--- src/rtl/dp_pkg.sv ---
// Shared definitions for the single-bus datapath: ALU opcodes, iterative-engine
// FSM encodings and the shift-amount width helper.
package dp_pkg;

    // ADD/SUB/NEG/SHRA fill Zhi with the sign of the result; all other
    // single-cycle ops fill Zhi with zeros.
    localparam logic [4:0] OP_ADD  = 5'h00;
    localparam logic [4:0] OP_SUB  = 5'h01;
    localparam logic [4:0] OP_AND  = 5'h02;
    localparam logic [4:0] OP_OR   = 5'h03;
    localparam logic [4:0] OP_NOT  = 5'h04;
    localparam logic [4:0] OP_NEG  = 5'h05;
    localparam logic [4:0] OP_SHL  = 5'h06;
    localparam logic [4:0] OP_SHR  = 5'h07;
    localparam logic [4:0] OP_SHRA = 5'h08;
    localparam logic [4:0] OP_ROL  = 5'h09;
    localparam logic [4:0] OP_ROR  = 5'h0A;
    localparam logic [4:0] OP_MUL  = 5'h0B;
    localparam logic [4:0] OP_DIV  = 5'h0C;

    localparam logic [1:0] ST_IDLE = 2'd0;
    localparam logic [1:0] ST_ITER = 2'd1;
    localparam logic [1:0] ST_FIX  = 2'd2;

    function automatic int shamt_w(input int width);
        return $clog2(width);
    endfunction

endpackage

--- src/rtl/mul_div_iter.sv ---
// Iterative signed multiply (radix-2 Booth) / divide (restoring on magnitudes).
// start is honoured only in IDLE; done marks the FIX cycle, when hi/lo/div0 are final.
module mul_div_iter
    import dp_pkg::*;
#(
    parameter int WIDTH = 32
) (
    input  logic             clk,
    input  logic             clr,
    input  logic             start,
    input  logic             is_div,
    input  logic [WIDTH-1:0] a,
    input  logic [WIDTH-1:0] b,
    output logic             busy,
    output logic             done,
    output logic [WIDTH-1:0] hi,
    output logic [WIDTH-1:0] lo,
    output logic             div0,
    output logic [1:0]       state
);
    localparam int CW = shamt_w(WIDTH);

    logic [1:0]       state_q, state_d;
    logic [CW-1:0]    cnt_q, cnt_d;
    logic [WIDTH:0]   acc_q, acc_d;
    logic [WIDTH-1:0] lo_q, lo_d;
    logic [WIDTH-1:0] m_q, m_d;
    logic             qm1_q, qm1_d;
    logic             is_div_q, is_div_d;
    logic             negq_q, negq_d;
    logic             negr_q, negr_d;
    logic             div0_q, div0_d;

    logic [WIDTH:0]   booth_sum;
    logic [WIDTH:0]   rem_shift;
    logic [WIDTH+1:0] trial;

    always_comb begin
        state_d  = state_q;
        cnt_d    = cnt_q;
        acc_d    = acc_q;
        lo_d     = lo_q;
        m_d      = m_q;
        qm1_d    = qm1_q;
        is_div_d = is_div_q;
        negq_d   = negq_q;
        negr_d   = negr_q;
        div0_d   = div0_q;

        // acc is one bit wider than the operand so subtracting the most negative
        // multiplicand cannot overflow.
        case ({lo_q[0], qm1_q})
            2'b01:   booth_sum = acc_q + {m_q[WIDTH-1], m_q};
            2'b10:   booth_sum = acc_q - {m_q[WIDTH-1], m_q};
            default: booth_sum = acc_q;
        endcase
        rem_shift = {acc_q[WIDTH-1:0], lo_q[WIDTH-1]};
        trial     = {1'b0, rem_shift} - {2'b00, m_q};

        case (state_q)
            ST_IDLE: begin
                if (start) begin
                    state_d  = ST_ITER;
                    cnt_d    = '0;
                    acc_d    = '0;
                    qm1_d    = 1'b0;
                    is_div_d = is_div;
                    if (is_div) begin
                        lo_d   = a[WIDTH-1] ? -a : a;
                        m_d    = b[WIDTH-1] ? -b : b;
                        negq_d = a[WIDTH-1] ^ b[WIDTH-1];
                        negr_d = a[WIDTH-1];
                        div0_d = (b == '0);
                    end else begin
                        lo_d   = b;
                        m_d    = a;
                        negq_d = 1'b0;
                        negr_d = 1'b0;
                        div0_d = 1'b0;
                    end
                end
            end
            ST_ITER: begin
                if (is_div_q) begin
                    acc_d = trial[WIDTH+1] ? rem_shift : trial[WIDTH:0];
                    lo_d  = {lo_q[WIDTH-2:0], ~trial[WIDTH+1]};
                end else begin
                    acc_d = {booth_sum[WIDTH], booth_sum[WIDTH:1]};
                    lo_d  = {booth_sum[0], lo_q[WIDTH-1:1]};
                    qm1_d = lo_q[0];
                end
                cnt_d = cnt_q + 1'b1;
                if (cnt_q == CW'(WIDTH - 1)) begin
                    state_d = ST_FIX;
                end
            end
            ST_FIX:  state_d = ST_IDLE;
            default: state_d = ST_IDLE;
        endcase
    end

    always_ff @(posedge clk or negedge clr) begin
        if (!clr) begin
            state_q  <= ST_IDLE;
            cnt_q    <= '0;
            acc_q    <= '0;
            lo_q     <= '0;
            m_q      <= '0;
            qm1_q    <= 1'b0;
            is_div_q <= 1'b0;
            negq_q   <= 1'b0;
            negr_q   <= 1'b0;
            div0_q   <= 1'b0;
        end else begin
            state_q  <= state_d;
            cnt_q    <= cnt_d;
            acc_q    <= acc_d;
            lo_q     <= lo_d;
            m_q      <= m_d;
            qm1_q    <= qm1_d;
            is_div_q <= is_div_d;
            negq_q   <= negq_d;
            negr_q   <= negr_d;
            div0_q   <= div0_d;
        end
    end

    // With a zero divisor the restoring loop leaves |A| as remainder, so the
    // sign fix already yields Zhi = A; only the quotient needs forcing.
    always_comb begin
        if (is_div_q) begin
            hi = negr_q ? -acc_q[WIDTH-1:0] : acc_q[WIDTH-1:0];
            lo = div0_q ? '1 : (negq_q ? -lo_q : lo_q);
        end else begin
            hi = acc_q[WIDTH-1:0];
            lo = lo_q;
        end
    end

    assign busy  = (state_q != ST_IDLE);
    assign done  = (state_q == ST_FIX);
    assign div0  = div0_q;
    assign state = state_q;

endmodule

--- src/rtl/bus_datapath_mc.sv ---
// Single-bus CPU datapath: priority bus mux with conflict flag, register file,
// Y latch, 2*WIDTH Z register, one-cycle ALU and the iterative MUL/DIV engine.
module bus_datapath_mc
    import dp_pkg::*;
#(
    parameter int WIDTH = 32,
    parameter int NREGS = 16
) (
    input  logic             clk,
    input  logic             clr,
    input  logic [NREGS-1:0] reg_in,
    input  logic [NREGS-1:0] reg_out,
    input  logic             ba_out,
    input  logic             y_in,
    input  logic             zhi_out,
    input  logic             zlo_out,
    input  logic             ext_out,
    input  logic [WIDTH-1:0] ext_in,
    input  logic [4:0]       opcode,
    input  logic             alu_start,
    output logic [WIDTH-1:0] bus,
    output logic             bus_conflict,
    output logic             alu_busy,
    output logic             alu_done,
    output logic             div_by_zero,
    output logic             illegal_op
);
    localparam int SW = shamt_w(WIDTH);

    logic [WIDTH-1:0] regs_q [NREGS];
    logic [WIDTH-1:0] regs_d [NREGS];
    logic [WIDTH-1:0] y_q, y_d;
    logic [WIDTH-1:0] zhi_q, zhi_d;
    logic [WIDTH-1:0] zlo_q, zlo_d;
    logic             pend_q, pend_d;
    logic             pend_div0_q, pend_div0_d;
    logic             pend_ill_q, pend_ill_d;
    logic             alu_done_q, div_by_zero_q, illegal_op_q;

    logic [WIDTH-1:0] bus_val;
    logic             src_found;
    logic [NREGS+2:0] src_vec;

    logic [WIDTH-1:0]   sc_res;
    logic               sc_valid;
    logic               sc_sext;
    logic [2*WIDTH-1:0] rol_full;
    logic [2*WIDTH-1:0] ror_full;
    logic [SW-1:0]      sh;
    logic               is_md;

    logic             eng_start, eng_busy, eng_done, eng_div0;
    logic [WIDTH-1:0] eng_hi, eng_lo;
    logic [1:0]       eng_state;

    always_comb begin
        bus_val   = '0;
        src_found = 1'b0;
        for (int k = 0; k < NREGS; k++) begin
            if (reg_out[k] && !src_found) begin
                src_found = 1'b1;
                bus_val   = (k == 0 && ba_out) ? '0 : regs_q[k];
            end
        end
        if (!src_found) begin
            if (zhi_out)      bus_val = zhi_q;
            else if (zlo_out) bus_val = zlo_q;
            else if (ext_out) bus_val = ext_in;
        end
    end

    // Clearing the lowest set bit leaves something only if two or more sources drive.
    assign src_vec      = {ext_out, zlo_out, zhi_out, reg_out};
    assign bus_conflict = |(src_vec & (src_vec - 1'b1));
    assign bus          = bus_val;

    always_comb begin
        sh       = bus_val[SW-1:0];
        rol_full = {y_q, y_q} << sh;
        ror_full = {y_q, y_q} >> sh;
        sc_res   = '0;
        sc_valid = 1'b1;
        sc_sext  = 1'b0;
        case (opcode)
            OP_ADD:  begin sc_res = y_q + bus_val; sc_sext = 1'b1; end
            OP_SUB:  begin sc_res = y_q - bus_val; sc_sext = 1'b1; end
            OP_AND:  sc_res = y_q & bus_val;
            OP_OR:   sc_res = y_q | bus_val;
            OP_NOT:  sc_res = ~bus_val;
            OP_NEG:  begin sc_res = -bus_val; sc_sext = 1'b1; end
            OP_SHL:  sc_res = y_q << sh;
            OP_SHR:  sc_res = y_q >> sh;
            OP_SHRA: begin sc_res = $signed(y_q) >>> sh; sc_sext = 1'b1; end
            OP_ROL:  sc_res = rol_full[2*WIDTH-1:WIDTH];
            OP_ROR:  sc_res = ror_full[WIDTH-1:0];
            default: sc_valid = 1'b0;
        endcase
    end

    assign is_md     = (opcode == OP_MUL) || (opcode == OP_DIV);
    assign eng_start = alu_start && !eng_busy && is_md;

    mul_div_iter #(
        .WIDTH(WIDTH)
    ) u_mul_div (
        .clk    (clk),
        .clr    (clr),
        .start  (eng_start),
        .is_div (opcode == OP_DIV),
        .a      (y_q),
        .b      (bus_val),
        .busy   (eng_busy),
        .done   (eng_done),
        .hi     (eng_hi),
        .lo     (eng_lo),
        .div0   (eng_div0),
        .state  (eng_state)
    );

    always_comb begin
        regs_d = regs_q;
        for (int k = 0; k < NREGS; k++) begin
            if (reg_in[k]) regs_d[k] = bus_val;
        end
        y_d = y_in ? bus_val : y_q;

        zhi_d       = zhi_q;
        zlo_d       = zlo_q;
        pend_d      = 1'b0;
        pend_div0_d = 1'b0;
        pend_ill_d  = 1'b0;
        // Z updates on its own edge; the done/flag pulse follows one edge later.
        if (eng_done) begin
            zhi_d       = eng_hi;
            zlo_d       = eng_lo;
            pend_d      = 1'b1;
            pend_div0_d = eng_div0;
        end else if (alu_start && !eng_busy) begin
            if (sc_valid) begin
                zlo_d  = sc_res;
                zhi_d  = sc_sext ? {WIDTH{sc_res[WIDTH-1]}} : '0;
                pend_d = 1'b1;
            end else if (!is_md) begin
                pend_d     = 1'b1;
                pend_ill_d = 1'b1;
            end
        end
    end

    always_ff @(posedge clk or negedge clr) begin
        if (!clr) begin
            for (int k = 0; k < NREGS; k++) regs_q[k] <= '0;
            y_q           <= '0;
            zhi_q         <= '0;
            zlo_q         <= '0;
            pend_q        <= 1'b0;
            pend_div0_q   <= 1'b0;
            pend_ill_q    <= 1'b0;
            alu_done_q    <= 1'b0;
            div_by_zero_q <= 1'b0;
            illegal_op_q  <= 1'b0;
        end else begin
            regs_q        <= regs_d;
            y_q           <= y_d;
            zhi_q         <= zhi_d;
            zlo_q         <= zlo_d;
            pend_q        <= pend_d;
            pend_div0_q   <= pend_div0_d;
            pend_ill_q    <= pend_ill_d;
            alu_done_q    <= pend_q;
            div_by_zero_q <= pend_div0_q;
            illegal_op_q  <= pend_ill_q;
        end
    end

    assign alu_busy    = eng_busy;
    assign alu_done    = alu_done_q;
    assign div_by_zero = div_by_zero_q;
    assign illegal_op  = illegal_op_q;

    assert property (@(posedge clk) disable iff (!clr) eng_busy == (eng_state != ST_IDLE));

endmodule

--- config.mk ---
export PLATFORM = sky130hd
export DESIGN_NAME = bus_datapath_mc
export DESIGN_NICKNAME = d
export VERILOG_FILES = /design/src/rtl/dp_pkg.sv /design/src/rtl/mul_div_iter.sv /design/src/rtl/bus_datapath_mc.sv
export SDC_FILE = /design/constraint.sdc
export NUM_CORES = 2
export LEC_CHECK = 0
export BUFFER_PORTS_ARGS = -buffer_cell sky130_fd_sc_hd__buf_2
export CORE_AREA = 2 2 336 338
export DETAILED_ROUTE_END_ITERATION = 12
export DIE_AREA = 0 0 338 340
export MAX_ROUTING_LAYER = met4
export PLACE_DENSITY = 0.58
export SLEW_MARGIN = 20
export SYNTH_ARGS = -nofsm -noshare
export SYNTH_HDL_FRONTEND = slang
export SYNTH_SLANG_ARGS = --single-unit
--- constraint.sdc ---
create_clock -name clk -period 11.6 [get_ports clk]
set_input_delay 1.16 -clock clk [delete_from_list [all_inputs] [get_ports clk]]
set_output_delay 1.16 -clock clk [all_outputs]
set_load 0.01 [all_outputs]
# Word level (Yosys, flattened, before mapping)
# Cells that the tools add are included.
dict set report op_classes {
  add_sub_neg 11
  mul 0
  n_div 0
  order_cmp 0
  eq_ne 20
  shift 5
  mux 83
  bitwise_logic 6
  n_reduce_logical 49
}
# cell count
set op_table {}
lappend op_table {{$mux 32} 39}
lappend op_table {{$pmux 32 s11} 1}
lappend op_table {{$pmux 33 s2} 2}
lappend op_table {{$neg 32->32} 4}
lappend op_table {{$mux 33} 3}
lappend op_table {{$pmux 32 s2} 1}
lappend op_table {{$shl 64x5->64} 1}
lappend op_table {{$shr 64x5->32} 1}
lappend op_table {{$sub 33x32->34} 1}
lappend op_table {{$add 33x33->33} 1}
lappend op_table {{$sub 33x33->33} 1}
lappend op_table {{$add 32x32->32} 1}
lappend op_table {{$and 32x32->32} 1}
lappend op_table {{$logic_not 32->1} 1}
lappend op_table {{$not 32->32} 1}
lappend op_table {{$or 32x32->32} 1}
lappend op_table {{$shl 32x5->32} 1}
lappend op_table {{$shr 32x5->32} 1}
lappend op_table {{$sshr 32x5->32} 1}
lappend op_table {{$sub 32x32->32} 1}
lappend op_table {{$mux 1} 31}
lappend op_table {{$eq 5x4->1 const B} 5}
lappend op_table {{$eq 5x3->1 const B} 4}
lappend op_table {{$and 19x19->19} 1}
lappend op_table {{27 further kinds} 69}
dict set report totals {
  ff_bits 723
  latch_bits 0
  ram_bits 0
  rom_bits 0
  in_bits 77
  word_cells 209
  memories 0
}

# Longest topological paths before layout
dict set report logic_depth {
  depth_word 56
  depth_mapped 37
}

# Hierarchy
# A second synthesis with hierarchy kept.
dict set report hier_totals {
  hier_cells 5757
  hier_area_um2 49328.6
}
# mod instances cells_each area_per_inst_um2
set by_module_without_submodules {}
lappend by_module_without_submodules {bus_datapath_mc 1 4084 36704.0}
lappend by_module_without_submodules {mul_div_iter 1 1673 12624.6}

# Worst setup path before layout
# OpenSTA, ideal clock, no wires.
dict set report synth_timing {
  path_kind {input -> register}
  from {input reg_out[7]}
  to {register zhi_q[9]}
  arrival_time_ps 8727
  slack_ps 2748
  stages 35
  n_path_buf 11
  cell_sequence {buf_2 -> or4_1 -> clkbuf_1 -> or4_1 -> buf_2 -> nor3_2 -> nor2_1 -> and2_4 -> nor3_2 -> buf_6 -> buf_2 -> buf_2 -> buf_2 -> clkbuf_1 -> buf_1 -> ha_1 -> clkbuf_1 -> nand4_2 -> or4_1 -> or4_4 -> nand2_1 -> xnor2_1 -> ha_1 -> a21o_1 -> a21oi_1 -> o21ai_0 -> a21o_1 -> a21oi_1 -> xnor2_1 -> nor2_1 -> a211o_1 -> o22a_1 -> a21oi_4 -> buf_6 -> nor2_1}
}
dict set report synth_via {
  elab_chain_cells 36
  word_cells_on_any_way 55
}
# item line
set synth_rtl {}
lappend synth_rtl {{start: declaration} bus_datapath_mc.sv:12} ;# input logic [NREGS-1:0] reg_out,
lappend synth_rtl {{$logic_and 1x1->1 (*)} bus_datapath_mc.sv:60} ;# if (reg_out[k] && !src_found) begin
lappend synth_rtl {{$mux 1} bus_datapath_mc.sv:60}
lappend synth_rtl {{$logic_not 1->1} bus_datapath_mc.sv:60}
lappend synth_rtl {{$logic_and 1x1->1} bus_datapath_mc.sv:60}
lappend synth_rtl {{$mux 1} bus_datapath_mc.sv:60}
lappend synth_rtl {{$logic_not 1->1} bus_datapath_mc.sv:60}
lappend synth_rtl {{$logic_and 1x1->1} bus_datapath_mc.sv:60}
lappend synth_rtl {{$mux 1} bus_datapath_mc.sv:60}
lappend synth_rtl {{[20 not listed]} --}
lappend synth_rtl {{$mux 32} bus_datapath_mc.sv:66} ;# if (zhi_out) bus_val = zhi_q;
lappend synth_rtl {{$mux 32 (*)} bus_datapath_mc.sv:65} ;# if (!src_found) begin
lappend synth_rtl {{$neg 32->32 (tied with other cells)} bus_datapath_mc.sv:90} ;# OP_NEG: begin sc_res = -bus_val; sc_sext = 1'b1; end
lappend synth_rtl {{$pmux 32 s11 (*)} bus_datapath_mc.sv:84} ;# case (opcode)
lappend synth_rtl {{$mux 32 (*)} bus_datapath_mc.sv:141} ;# zhi_d = sc_sext ? {WIDTH{sc_res[WIDTH-1]}} : '0;
lappend synth_rtl {{$mux 32 (*)} bus_datapath_mc.sv:139} ;# if (sc_valid) begin
lappend synth_rtl {{$mux 32 (*)} bus_datapath_mc.sv:138} ;# end else if (alu_start && !eng_busy) begin
lappend synth_rtl {{$mux 32 (*)} bus_datapath_mc.sv:133} ;# if (eng_done) begin
lappend synth_rtl {{end signal: assignment} bus_datapath_mc.sv:165} ;# zhi_q <= zhi_d;
lappend synth_rtl {{end: declaration} bus_datapath_mc.sv:33} ;# logic [WIDTH-1:0] zhi_q, zhi_d;
# Every way passes the cells marked *; elsewhere a longest branch is shown, timed or not. The select of a mux whose other input is x is not followed.
# A chain may end at the register's enable or synchronous reset.

# Final worst setup path
dict set report layout_timing {
  from {input reg_out[0]}
  to {register zhi_q[31]}
}
dict set report layout_via {
  elab_chain_cells 56
  word_cells_on_any_way 82
}
# item line
set layout_rtl {}
lappend layout_rtl {{$mux 1} bus_datapath_mc.sv:60}
lappend layout_rtl {{$logic_not 1->1} bus_datapath_mc.sv:60}
lappend layout_rtl {{$logic_and 1x1->1} bus_datapath_mc.sv:60}
lappend layout_rtl {{$mux 1} bus_datapath_mc.sv:60}
lappend layout_rtl {{$logic_not 1->1} bus_datapath_mc.sv:60}
lappend layout_rtl {{$logic_and 1x1->1} bus_datapath_mc.sv:60}
lappend layout_rtl {{$mux 1} bus_datapath_mc.sv:60}
lappend layout_rtl {{$logic_not 1->1} bus_datapath_mc.sv:60}
lappend layout_rtl {{[40 not listed]} --}
lappend layout_rtl {{$mux 32} bus_datapath_mc.sv:66}
lappend layout_rtl {{$mux 32 (*)} bus_datapath_mc.sv:65}
lappend layout_rtl {{$neg 32->32 (tied with other cells)} bus_datapath_mc.sv:90}
lappend layout_rtl {{$pmux 32 s11 (*)} bus_datapath_mc.sv:84}
lappend layout_rtl {{$mux 32 (*)} bus_datapath_mc.sv:141}
lappend layout_rtl {{$mux 32 (*)} bus_datapath_mc.sv:139}
lappend layout_rtl {{$mux 32 (*)} bus_datapath_mc.sv:138}
lappend layout_rtl {{$mux 32 (*)} bus_datapath_mc.sv:133}
# Marks and branches as above.

==> flow_metrics.py <==
metrics = {
    "run_status": {
        "status": "finished, final reports clean",
    },
    "cells_and_area": {
        "area_growth_pct": 11.04,
        "utilization_pct": 49.57,
        "seqCellArea_mm2": 0.01809,
        "multi_input_comb_area_mm2": 0.02965,
        "drive_gt1_share_pct": 15.24,
        "nets": 5921,
        "n_fill_cell": 10791,
    },
    "timing": {
        "fin_tns_setup_ps": 0,
        "post-route-min-period_ps": 9225,
        "max_freq_mhz": 108.4,
        "relSlewSlack_pct": 3.518,
        "hold_viol": 0,
        "max_slew.worst_pin.slew_ps": 1447,
        "finClkSkew_ps": 44.46,
        "report.final.setup_viol": 0,
        "finalCritPeriodShare_pct": 79.53,
        "slew_viol_final": 0,
        "rsz0062_at_grt": "no",
    },
    "synth": {
        "synthMostInstantiatedCell": "dfrtp_1",
        "post_synth_instance_area_mm2": 0.04981,
        "synth_top_flop_cell": "dfrtp_1",
        "yosys.area_share.simple_pct": 15.39,
        "synthTopCellsByCount": "723 x dfrtp_1, 645 x nor2_1, 618 x a21oi_1",
        "ys_warn_count": 0,
        "synth_cells": 5836,
        "synth_adder_area_share_pct": 2.859,
        "synth_cell_types": 98,
        "synth-seq-area-share_pct": 36.32,
        "ys_top_cells_by_area": "dfrtp_1 36%, mux2_2 6.8%, a21oi_1 6.2%",
        "synth.mux.area_fraction_pct": 10.10,
        "yosysTopAreaCell": "dfrtp_1",
        "syn_nets": 6025,
        "synth_top_family_by_area": "compound AO/OA/AOI/OAI gates",
        "postSynthAreaPerCell_um2": 8.535,
        "ys_async_sr_fraction_pct": 100.0,
        "synth_seq_cells": 723,
        "synth_edf_count": 0,
        "synth-compound-area-share_pct": 25.72,
        "synth.top_cell.area_share_pct": 36.32,
        "synth_xor_area_share_pct": 4.677,
    },
    "critical_path": {
        "r2r_slack_ps": 3660,
        "critPathLaunchType": "input pin",
        "cp.arrival_ps": 9760,
        "worstPathMaxFanout": 28,
        "crit_required_ps": 12130,
        "criticalPathCategory": "in -> reg",
        "rr_worst_depth": 24,
        "rr_startpoint": "regs_q[201]",
        "endpoint_kind": "flop",
        "timing.rr.end": "zhi_q[31]",
    },
    "power_and_ir_drop": {
        "combPwrFrac_pct": 43.8,
        "p_switching_mw": 4.918,
        "powerDensity_mw_per_mm2": 209.5,
        "internal_power_mw": 6.670,
        "finalPower_mw": 11.59,
        "p_sw_share_pct": 42.44,
        "clkPwrFrac_pct": 25.6,
        "p_leak_nw": 23.06,
        "p_seq_share_pct": 30.6,
        "ir_drop_mv": 0.1469,
    },
    "detailed_routing": {
        "dr_wl_met2_mm": 105.9,
        "wl_met1_mm": 98.95,
        "drtIter0Drc": 6214,
        "firstDrtPassIters": 9,
        "highest_layer": "met4",
        "routedWlPerCell_um": 33.62,
        "met3WireLength_mm": 21.74,
        "drtAntennaViolNets": 0,
        "viasPerCell": 6.759,
        "drt_wl_total_mm": 245.6,
        "drc": 0,
        "vias": 49370,
    },
    "clock_network": {
        "cts_root_buf": "clkbuf_16",
        "ctsResizeCount": 0,
        "holdBufCountCts": 0,
        "clock_latency_ps": 710,
        "cts_setup_buffers": 0,
        "ctsHtreeMaxLevel": 3,
        "clk_pin_slew_ps": 60,
        "cts_sinks": 723,
        "tritoncts": "yes",
        "clockBufferDepth": 3,
        "cts_inserted_buffers": 85,
    },
    "worst_hold_path": {
        "hp-class": "reg -> reg",
        "min_from": "pend_ill_q",
        "holdPathStages": 0,
        "min_to": "illegal_op",
    },
    "placement": {
        "hpwl_mm": 178.9,
        "portBuffers": 113,
        "routabilityCongestion": 1.075,
    },
    "grt": {
        "antenna_found_initial": 8,
        "groute.usage.overall_pct": 43.36,
        "grt_overflow_total": 0,
        "grt_pass1_wl_mm": 350.0,
        "grt_pass1_vias": 46348,
        "grt_max_degree": 166,
    },
    "job": {
        "maxCapViolations": 0,
    },
    "floorplan": {
        "std_cell_rows": 123,
        "core_mm2": 0.1116,
        "dieArea_mm2": 0.1149,
        "die_w_um": 338,
        "num_io_pins": 114,
        "die_h_um": 340,
        "start_util_pct": 44.64,
    },
}
-- flip-flops by register name (all words and copies together), names as in the netlist, 2 cells and up --
| register | count |
|---|---|
| zhi_q | 32 |
| y_q | 32 |
| u_mul_div.acc_q | 33 |
| u_mul_div.state | 2 |
| u_mul_div.m_q | 32 |
| zlo_q | 32 |
| u_mul_div.lo_q | 32 |
| u_mul_div.cnt_q | 5 |
| regs_q | 512 |
-- final cells by class --
type | instances | share of cell area (%)
antenna | 4 | 0.01810
sequential | 723 | 32.71
inverter | 119 | 0.8121
clock inverter | 33 | 1.056
timing repair buffer | 324 | 3.927
clock buffer | 122 | 4.477
multi-input combinational | 4479 | 53.60
tap | 1500 | 3.393
-- cell families (layout without fill, tap and decap cells) --
family | Yosys count | after routing
flops | 723 | 723
xor+xnor | 266 | 266
buf+inv | 634 | 598
simple gates | 1674 | 1674
other cells | 0 | 4
mux | 457 | 457
compound gates | 1970 | 1970
fa+ha+maj | 112 | 112
-- power groups by stage --
stage          Clock (mW)  Combinational, mW  Sequential [mW]
2_1_floorplan           0               3.51             3.33
3_3_place_gp            0               4.91             3.56
3_5_place_dp            0               4.94             3.56
4_1_cts              2.99               4.97             3.52
5_1_grt              3.09               5.50             3.59
6_report             2.96               5.08             3.55
-- cells in the final DEF (no fill, tap or decap), drive strengths merged, types with 40 or more instances in the layout --
cell type and instances:
mux2i 148, nand3 75, nor2 646, or3 47, ha 109, mux2 303
o21ai 366, nand2b 51, xnor2 175, a21o 55, clkbuf 122, o21a 40
a22oi 115, dfrtp 723, nand2 493, buf 324, xor2 91, nor4 46
inv 120, nor3 95, a31oi 55, a211oi 100, a21oi 620, o22ai 100
o211ai 44, a221oi 76
-- metrics by stage --
step	hold slack, ps	instances	instance area, um^2	setup WS [ps]
after global placement	333.0	7145	52240	1911
after detailed placement	337.3	7145	52240	1826
after CTS	358.6	7300	55300	2553
final	354.3	7304	55310	2375
after global routing	359.0	7302	55310	2081
after floorplan	331.2	5836	49810	2748
-- worst max-delay path, stage by stage --
cell and delay [ps]:
buf_2 260, or4_1 790, or4_1 900, buf_4 310
a211o_1 310, o21ai_4 60, buf_4 340, inv_2 100
nor3_4 470, nand4_2 480, nor3_1 510, nor2_1 100
xnor2_1 140, ha_1 370, a21o_1 240, a21o_1 180
a221oi_1 670, o21a_1 190, o21ai_0 260, a21oi_1 320
xnor2_1 160, nor2_1 70, a211o_1 270, o22a_1 240
a21oi_4 700, nor2_1 110
-- metal layers --
metal  vias up  GRT usage (%)
met5         -              -
met4         0          26.80
met3       679          7.919
met2      2777          62.78
met1     24685          55.99
li1      21229              -
-- worst max path at each step --
stage | start | endpoint | slack (ps) | cells past startpoint
floorplan | reg_out[7] | zhi_q[9] | 2750 | 35
global placement | reg_out[0] | zhi_q[30] | 1910 | 26
detailed placement | reg_out[0] | zhi_q[18] | 1830 | 26
CTS | reg_out[0] | zhi_q[31] | 2550 | 26
global route | reg_out[0] | zhi_q[16] | 2080 | 26
finish | reg_out[0] | zhi_q[31] | 2370 | 26
Power figures use the tool's default switching activity.
